==> config.mk <==
export PLATFORM = sky130hd
export DESIGN_NAME = maxpool_vertical_stage
export DESIGN_NICKNAME = d
export VERILOG_FILES = /design/src/rtl/maxpool_pkg.sv /design/src/rtl/vmax_lane.sv /design/src/rtl/maxpool_vertical_stage.sv
export SDC_FILE = /design/constraint.sdc
export NUM_CORES = 1
export LEC_CHECK = 0
export CAP_MARGIN = 25
export CELL_PAD_IN_SITES_DETAIL_PLACEMENT = 1
export CELL_PAD_IN_SITES_GLOBAL_PLACEMENT = 2
export CORE_ASPECT_RATIO = 0.9
export CORE_MARGIN = 5
export CORE_UTILIZATION = 28
export DETAILED_ROUTE_END_ITERATION = 8
export GPL_ROUTABILITY_DRIVEN = 1
export PLACE_DENSITY = 0.87
export SYNTH_ARGS = -nofsm -noshare
export SYNTH_HDL_FRONTEND = slang
export SYNTH_SLANG_ARGS = --single-unit
==> constraint.sdc <==
create_clock -name clk -period 11 [get_ports clk]
set_clock_uncertainty 0.1 [all_clocks]
set_input_delay 3.3 -clock clk [delete_from_list [all_inputs] [get_ports clk]]
set_output_delay 3.3 -clock clk [all_outputs]
set_load 0.05 [all_outputs]
==> src/rtl/maxpool_pkg.sv <==
// Shared types and defaults for the vertical max-pooling stage.
// Holds the lane-width default and the pair-position state encoding.
package maxpool_pkg;

    localparam int DATA_WIDTH_DEF  = 16;
    localparam int NUM_MODULES_DEF = 16;

    typedef enum logic [1:0] {
        EVEN = 2'd0,
        ODD  = 2'd1,
        OUT  = 2'd2
    } state_t;

endpackage

==> src/rtl/vmax_lane.sv <==
// Combinational signed maximum of two lanes; ties return the first operand,
// which is indistinguishable from the second.
module vmax_lane
    import maxpool_pkg::*;
#(
    parameter int DATA_WIDTH = DATA_WIDTH_DEF
) (
    input  logic [DATA_WIDTH-1:0] a,
    input  logic [DATA_WIDTH-1:0] b,
    output logic [DATA_WIDTH-1:0] y
);

    // select the larger two's-complement operand
    always_comb begin
        if ($signed(a) >= $signed(b)) begin
            y = a;
        end else begin
            y = b;
        end
    end

endmodule

==> src/rtl/maxpool_vertical_stage.sv <==
// Vertical half of 2x2/stride-2 max pooling: pairs consecutive rows, keeps the
// even lanes of their lane-wise max and emits one pooled row per pair.
module maxpool_vertical_stage
    import maxpool_pkg::*;
#(
    parameter int DATA_WIDTH  = DATA_WIDTH_DEF,
    parameter int NUM_MODULES = NUM_MODULES_DEF
) (
    input  logic                                  clk,
    input  logic                                  rst,
    input  logic                                  in_valid,
    output logic                                  in_ready,
    input  logic [DATA_WIDTH*NUM_MODULES-1:0]     in_data,
    input  logic                                  in_last,
    output logic                                  out_valid,
    input  logic                                  out_ready,
    output logic [DATA_WIDTH*(NUM_MODULES/2)-1:0] out_data,
    output logic                                  out_last
);

    localparam int NUM_OUT = NUM_MODULES / 2;
    localparam int OUT_W   = DATA_WIDTH * NUM_OUT;

    state_t             state_r;
    state_t             state_s;
    // Only the even lanes of a buffered row can ever reach the output.
    logic [OUT_W-1:0]   row_buf_r;
    logic [OUT_W-1:0]   even_in_s;
    logic [OUT_W-1:0]   pair_max_s;
    logic [OUT_W-1:0]   out_data_s;
    logic               out_last_s;
    logic               capture_s;
    logic               accept_s;
    logic               retire_s;

    genvar j;
    generate
        for (j = 0; j < NUM_OUT; j++) begin : g_lane
            assign even_in_s[j*DATA_WIDTH +: DATA_WIDTH] = in_data[2*j*DATA_WIDTH +: DATA_WIDTH];

            vmax_lane #(
                .DATA_WIDTH(DATA_WIDTH)
            ) u_vmax (
                .a(row_buf_r[j*DATA_WIDTH +: DATA_WIDTH]),
                .b(even_in_s[j*DATA_WIDTH +: DATA_WIDTH]),
                .y(pair_max_s[j*DATA_WIDTH +: DATA_WIDTH])
            );
        end
    endgenerate

    // input is refused only while a pooled row is held against backpressure
    always_comb begin
        if (state_r == OUT) begin
            in_ready = out_ready;
        end else begin
            in_ready = 1'b1;
        end
    end

    assign accept_s = in_valid && in_ready;
    assign retire_s = out_valid && out_ready;

    // next state, row capture and output-register load decisions
    always_comb begin
        state_s    = state_r;
        capture_s  = 1'b0;
        out_data_s = out_data;
        out_last_s = out_last;
        case (state_r)
            EVEN: begin
                if (accept_s) begin
                    capture_s = 1'b1;
                    if (in_last) begin
                        out_data_s = even_in_s;
                        out_last_s = 1'b1;
                        state_s    = OUT;
                    end else begin
                        state_s    = ODD;
                    end
                end else begin
                    state_s = EVEN;
                end
            end
            ODD: begin
                if (accept_s) begin
                    out_data_s = pair_max_s;
                    out_last_s = in_last;
                    state_s    = OUT;
                end else begin
                    state_s = ODD;
                end
            end
            OUT: begin
                // A row accepted on the retire cycle starts a fresh pair.
                if (retire_s && accept_s) begin
                    capture_s = 1'b1;
                    if (in_last) begin
                        out_data_s = even_in_s;
                        out_last_s = 1'b1;
                        state_s    = OUT;
                    end else begin
                        out_last_s = 1'b0;
                        state_s    = ODD;
                    end
                end else if (retire_s) begin
                    out_last_s = 1'b0;
                    state_s    = EVEN;
                end else begin
                    state_s = OUT;
                end
            end
            default: begin
                out_last_s = 1'b0;
                state_s    = EVEN;
            end
        endcase
    end

    // state, row buffer and registered output
    always_ff @(posedge clk or posedge rst) begin
        if (rst) begin
            state_r   <= EVEN;
            row_buf_r <= {OUT_W{1'b0}};
            out_data  <= {OUT_W{1'b0}};
            out_last  <= 1'b0;
            out_valid <= 1'b0;
        end else begin
            state_r   <= state_s;
            out_data  <= out_data_s;
            out_last  <= out_last_s;
            out_valid <= (state_s == OUT);
            if (capture_s) begin
                row_buf_r <= even_in_s;
            end
        end
    end

endmodule

==> results of run 1 <==
area by class of cell:
cell class / count / area (um2)
clock buffer: 52 / 1050
sequential: 260 / 6510
tap: 705 / 882
clock inverter: 11 / 97.6
fill: 6060 / 34300
multi-input combinational: 1045 / 7990
antenna: 3 / 7.51
timing repair buffer: 285 / 2880
inverter: 133 / 507
metal layers:
metal  vias to the layer above  GRT usage, %
li1                       5942             -
met1                      6278          19.3
met2                       219          28.1
met3                        53          3.84
met4                         4          4.23
met5                         -             0
power by group:
group / total (uW) / switching (uW) / internal (uW)
registers: 1780 / 363 / 1410
clock network: 1150 / 462 / 687
logic: 3170 / 1910 / 1250
stage by stage:
step	hold slack [ns]	power [uW]	util (%)
after CTS	0.389	6180	36.7
after global placement	0.365	4820	34.5
final	0.381	6090	36.7
after global routing	0.414	6520	36.7
after detailed placement	0.383	4980	34.6
after floorplan	0.356	3890	-
cells by family after synthesis:
| logic type | count (synthesis) | synth area share (%) |
|---|---|---|
| DFF | 260 | 42.5 |
| AOI/OAI and AO/OA | 397 | 17.0 |
| and+or+nand+nor | 302 | 9.09 |
| muxes | 218 | 15.5 |
| adders and majority gates | 128 | 10.5 |
| buffers and inverters | 214 | 5.47 |
worst paths after layout:
kind,start,end,slack (ns),cells after the start
setup / recovery,out_ready,in_ready,2.68,3
hold / removal,row_buf_r[48],out_data[48],0.38,1
setup reg to reg,row_buf_r[15],out_data[15],6.95,9
hold reg to reg,row_buf_r[48],out_data[48],0.38,1
max in group asynchronous,rst,out_data[40],6.02,3
min in group asynchronous,rst,out_data[102],3.20,2
state kept, by name, indices dropped and copies added (netlist names):
name / cells
row_buf_r: 128
out_valid: 1
out_data: 128
out_last: 1
state_r: 2
worst max-delay path: stages:
cell and delay (ns):
clkdlybuf4s50_1 0.44, or3b_2 0.45, clkdlybuf4s50_1 0.72
layout by cell type (no fill, tap or decap), types with 9 or more instances in the layout:
master,n
ha_1,128
inv_1,132
clkbuf_8,9
o22a_1,15
mux2i_1,68
o21ai_0,66
a21o_1,25
nor2b_1,14
o2bb2ai_1,33
nand2_1,74
o211ai_1,32
dfrtp_1,260
nand3_1,9
a21oi_1,130
and3_1,17
nor2_1,130
buf_4,16
mux2_2,150
a22oi_1,59
clkbuf_16,36
nand4_1,21
clkdlybuf4s50_1,263
==> impl_metrics.tcl, run 1 <==
set metrics [dict create \
    synthCells 1519 \
    antenna_found_initial 6 \
    h-tree-depth 2 \
    criticalPathCategory "primary input to primary output" \
    leakagePower_uw 0.00859 \
    max_slew_margin_pct 23.9 \
    grt_max_degree 161 \
    finalWeightedCongestion 0.764 \
    die_h_um 232 \
    avgViaCountPerCell 5.01 \
    cts_buffers 35 \
    fin_crit_sh_pct 75.6 \
    wl_per_cell_um 19.3 \
    synth_ff_type "dfrtp_1" \
    m1WireLength_mm 21.2 \
    fin_area_um2 19900 \
    clkTransAtPathRegs_ns 0.06 \
    wl_met2_mm 23.7 \
    crit_required_ns 7.60 \
    yosysSeqAreaShare_pct 42.5 \
    dp_hpwl_mm 33.4 \
    cts_tree "yes" \
    synth_area_per_cell_um2 10.1 \
    cts_resized 0 \
    status "complete, no violations" \
    drive_gt1_share_pct 13.4 \
    synthArstFlopShare_pct 100 \
    start_util_pct 28.2 \
    rsz0062_at_grt "no" \
    portBuffers 263 \
    drt-total-wl_mm 48.2 \
    finalCriticalPeriod_ns 8.32 \
    postPlaceCellArea_um2 18800 \
    syn_nets 1908 \
    postCtsSetupBuffers 0 \
    synthDistinctLibCells 52 \
    synth-edff-count 0 \
    drc_errors 0 \
    start_kind "primary input" \
    grt-ovfl-total 0 \
    synth_top_area_share_pct 42.5 \
    first_iter_violations 537 \
    grt_pass1_wl_mm 77.3 \
    wl_met3_mm 2.46 \
    setup_slack_ns 2.68 \
    area_growth_syn_to_layout_pct 30.2 \
    dpl_worst_slack_ns 2.68 \
    yosys-top-cells-area "dfrtp_1, mux2_2, ha_1, mux2i_1, a21oi_1" \
    ys_ff_latch 260 \
    insertion_delay_ns 0.53 \
    clockBufferDepth 3 \
    dieWidth_um 256 \
    cts_root_buffer "clkbuf_16" \
    routed.top_layer "met5" \
    grt_pass1_vias 14000 \
    ant_nets 0 \
    netlist_area_um2 15300 \
    setup_tns_ns 0 \
    drv_slew 0 \
    synth.most_common_cell "dfrtp_1" \
    tightest_slew_ns 1.14 \
    yosysWarnings 0 \
    hold_class "flop to flop" \
    vias 12500 \
    post-place-cells 2428 \
    grtUsageTotal_pct 15.8 \
    ir_drop_mv 0.171 \
    crit_arrival_ns 4.92 \
    cellPowerDensity_nw_per_um2 306 \
    rows 81 \
    synth_commonest_cells "dfrtp_1, mux2_2, inv_1" \
    cts_sinks 260 \
    crit_path_end_kind "primary output" \
    fmax_mhz 120 \
    io_pins 392 \
    die_area_um2 59400 \
    drv_cap 0 \
    layout.nets 2149 \
    finalHoldViolCount 0 \
    placeableCoreArea_um2 54200 \
    cts_hold_buf 0 \
    critPathMaxFanout 3 \
    setup_viol 0 \
    final_cells 2494 \
    synth.largest_area_cell "dfrtp_1" \
    first_pass_iters 5 \
]
No activity file was read; power rests on OpenSTA's default activity.
==> run 2, diff against run 1 <==
clock period = 7.35 ns   (was 11 ns; I/O delays follow)
==> run 2 against run 1 <==
Worst hold slack improved by 0.0058 ns. First-iteration DRC count decreased by 1.7%. Final cell count about the same. Sequential power increased by 50%. Via count decreased by 0.38%. Highest routed layer unchanged. Routed wire length decreased by 1.2%. Combinational power increased by 50%. Cell area decreased by 0.90%. Utilization decreased by 0.33 points. Non-clock buffer count increased by 9.
==> impl_metrics.tcl, run 2 (synthesis gave the netlist of run 1 again) <==
set metrics [dict create \
    status "complete, no violations" \
    drive_gt1_share_pct 13.3 \
    antenna_found_initial 3 \
    grt-ovfl-total 0 \
    rows 81 \
    critPathMaxFanout 3 \
    met1_usage_pct 20.4 \
    hold_class "flop to flop" \
    die_h_um 232 \
    first_iter_violations 528 \
    dp_hpwl_mm 34.2 \
    final_cell_mix "clkdlybuf4s50_1, dfrtp_1, mux2_2, inv_1" \
    grt_pass1_vias 13800 \
    grtUsageMet3_pct 3.24 \
    grtUsageTotal_pct 15.7 \
    drc_errors 0 \
    tightest_slew_ns 0.984 \
    fillers 6056 \
    leakagePower_uw 0.00851 \
    regArea_um2 6510 \
    grt_max_degree 109 \
    grt_pass1_wl_mm 77.0 \
    final_cells 2492 \
    criticalPathCategory "primary input to primary output" \
    setup_tns_ns 0 \
    cellPowerDensity_nw_per_um2 449 \
    avgViaCountPerCell 5.00 \
    hp-start "row_buf_r[16]" \
    h-tree-depth 1 \
    clockBufferDepth 3 \
    portBuffers 263 \
    rsz0062_at_grt "no" \
    rr_worst_depth 8 \
    finalWeightedCongestion 0.758 \
    drt-total-wl_mm 47.6 \
    hold_depth 1 \
    holdWs_ns 0.387 \
    crit_path_end_kind "primary output" \
    r2r_slack_ns 3.68 \
    clkTransAtPathRegs_ns 0.06 \
    io_pins 392 \
    final_common_cell "clkdlybuf4s50_1" \
    start_kind "primary input" \
    cts_buffers 31 \
    fin_crit_sh_pct 83.5 \
    crit_required_ns 5.05 \
    hold_end "out_data[16]" \
    power_uw 8860 \
    multiInputGateArea_um2 7990 \
    post-place-cells 2437 \
    area_growth_syn_to_layout_pct 29.0 \
    drv_cap 0 \
    cts_resized 0 \
    top_usage_layer "met2" \
    fmax_mhz 163 \
    insertion_delay_ns 0.58 \
    ir_drop_mv 0.218 \
    wl_per_cell_um 19.1 \
    placeableCoreArea_um2 54200 \
    layout.nets 2154 \
    postCtsSetupBuffers 0 \
    r2r_start "row_buf_r[15]" \
    ant_nets 0 \
    cts_hold_buf 0 \
    die_area_um2 59400 \
    cts_tree "yes" \
    finalCriticalPeriod_ns 6.14 \
    max_slew_margin_pct 34.4 \
    first_pass_iters 5 \
    use_met2_pct 27.1 \
    cts_root_buffer "clkbuf_16" \
    rr_endpoint "out_data[8]" \
    crit_arrival_ns 3.83 \
    reg_top3 "out_data (128), row_buf_r (128), state_r (2)" \
    finalHoldViolCount 0 \
    start_util_pct 28.2 \
    vias 12400 \
    drv_slew 0 \
    dieWidth_um 256 \
    cts_sinks 260 \
    setup_viol 0 \
]
-- run 2: cell types whose count changed in the layout (fill, tap and decap cells not counted), sizes merged --
cell / change
clkbuf: -7
buf: +9
inv: -2
bufinv: -1
clkinvlp: +1
diode: -2
-- run 2: final cells by class --
class                           instances  area share, %
Multi-Input combinational cell       1045           40.5
Sequential cell                       260           33.0
Timing Repair Buffer                  294           14.8
Tap cell                              705           4.47
Clock buffer                           45           4.45
Inverter                              133           2.55
Clock inverter                          9          0.241
Antenna cell                            1         0.0127
-- run 2: where the power goes --
part	switching, uW	internal, uW
logic	2860	1880
registers	551	2110
clock network	632	818
total	4040	4820
-- run 2: stage by stage --
stage | utilization (%) | setup WS, ns | area, um2
global placement | 34.6 | 1.19 | 18800
global route | 36.4 | 1.19 | 19700
finish | 36.4 | 1.21 | 19700
detailed placement | 34.7 | 1.22 | 18800
CTS | 36.4 | 1.21 | 19700
floorplan | - | 1.62 | 15300
-- run 2: worst max-delay path, cell delays in order --
cell and delay (ns):
clkdlybuf4s50_1 0.45, or3b_2 0.45, clkdlybuf4s50_1 0.72
-- run 2: how the worst max path moves through the flow --
stage                               to  slack, ns  cells after the start        start
after floorplan            out_data[0]       1.62                      1          rst
after global placement    out_data[15]       1.19                     10  in_data[15]
after detailed placement      in_ready       1.22                      3    out_ready
after CTS                     in_ready       1.21                      3    out_ready
after global routing          in_ready       1.19                      3    out_ready
final                         in_ready       1.21                      3    out_ready
-- run 2: layer usage --
metal	vias up	routed length (um)	share of wire, %
met5	-	32	0.067
met4	4	940	2.0
met3	60	2320	4.9
met2	216	23100	48
met1	6226	21300	45
li1	5943	-	-
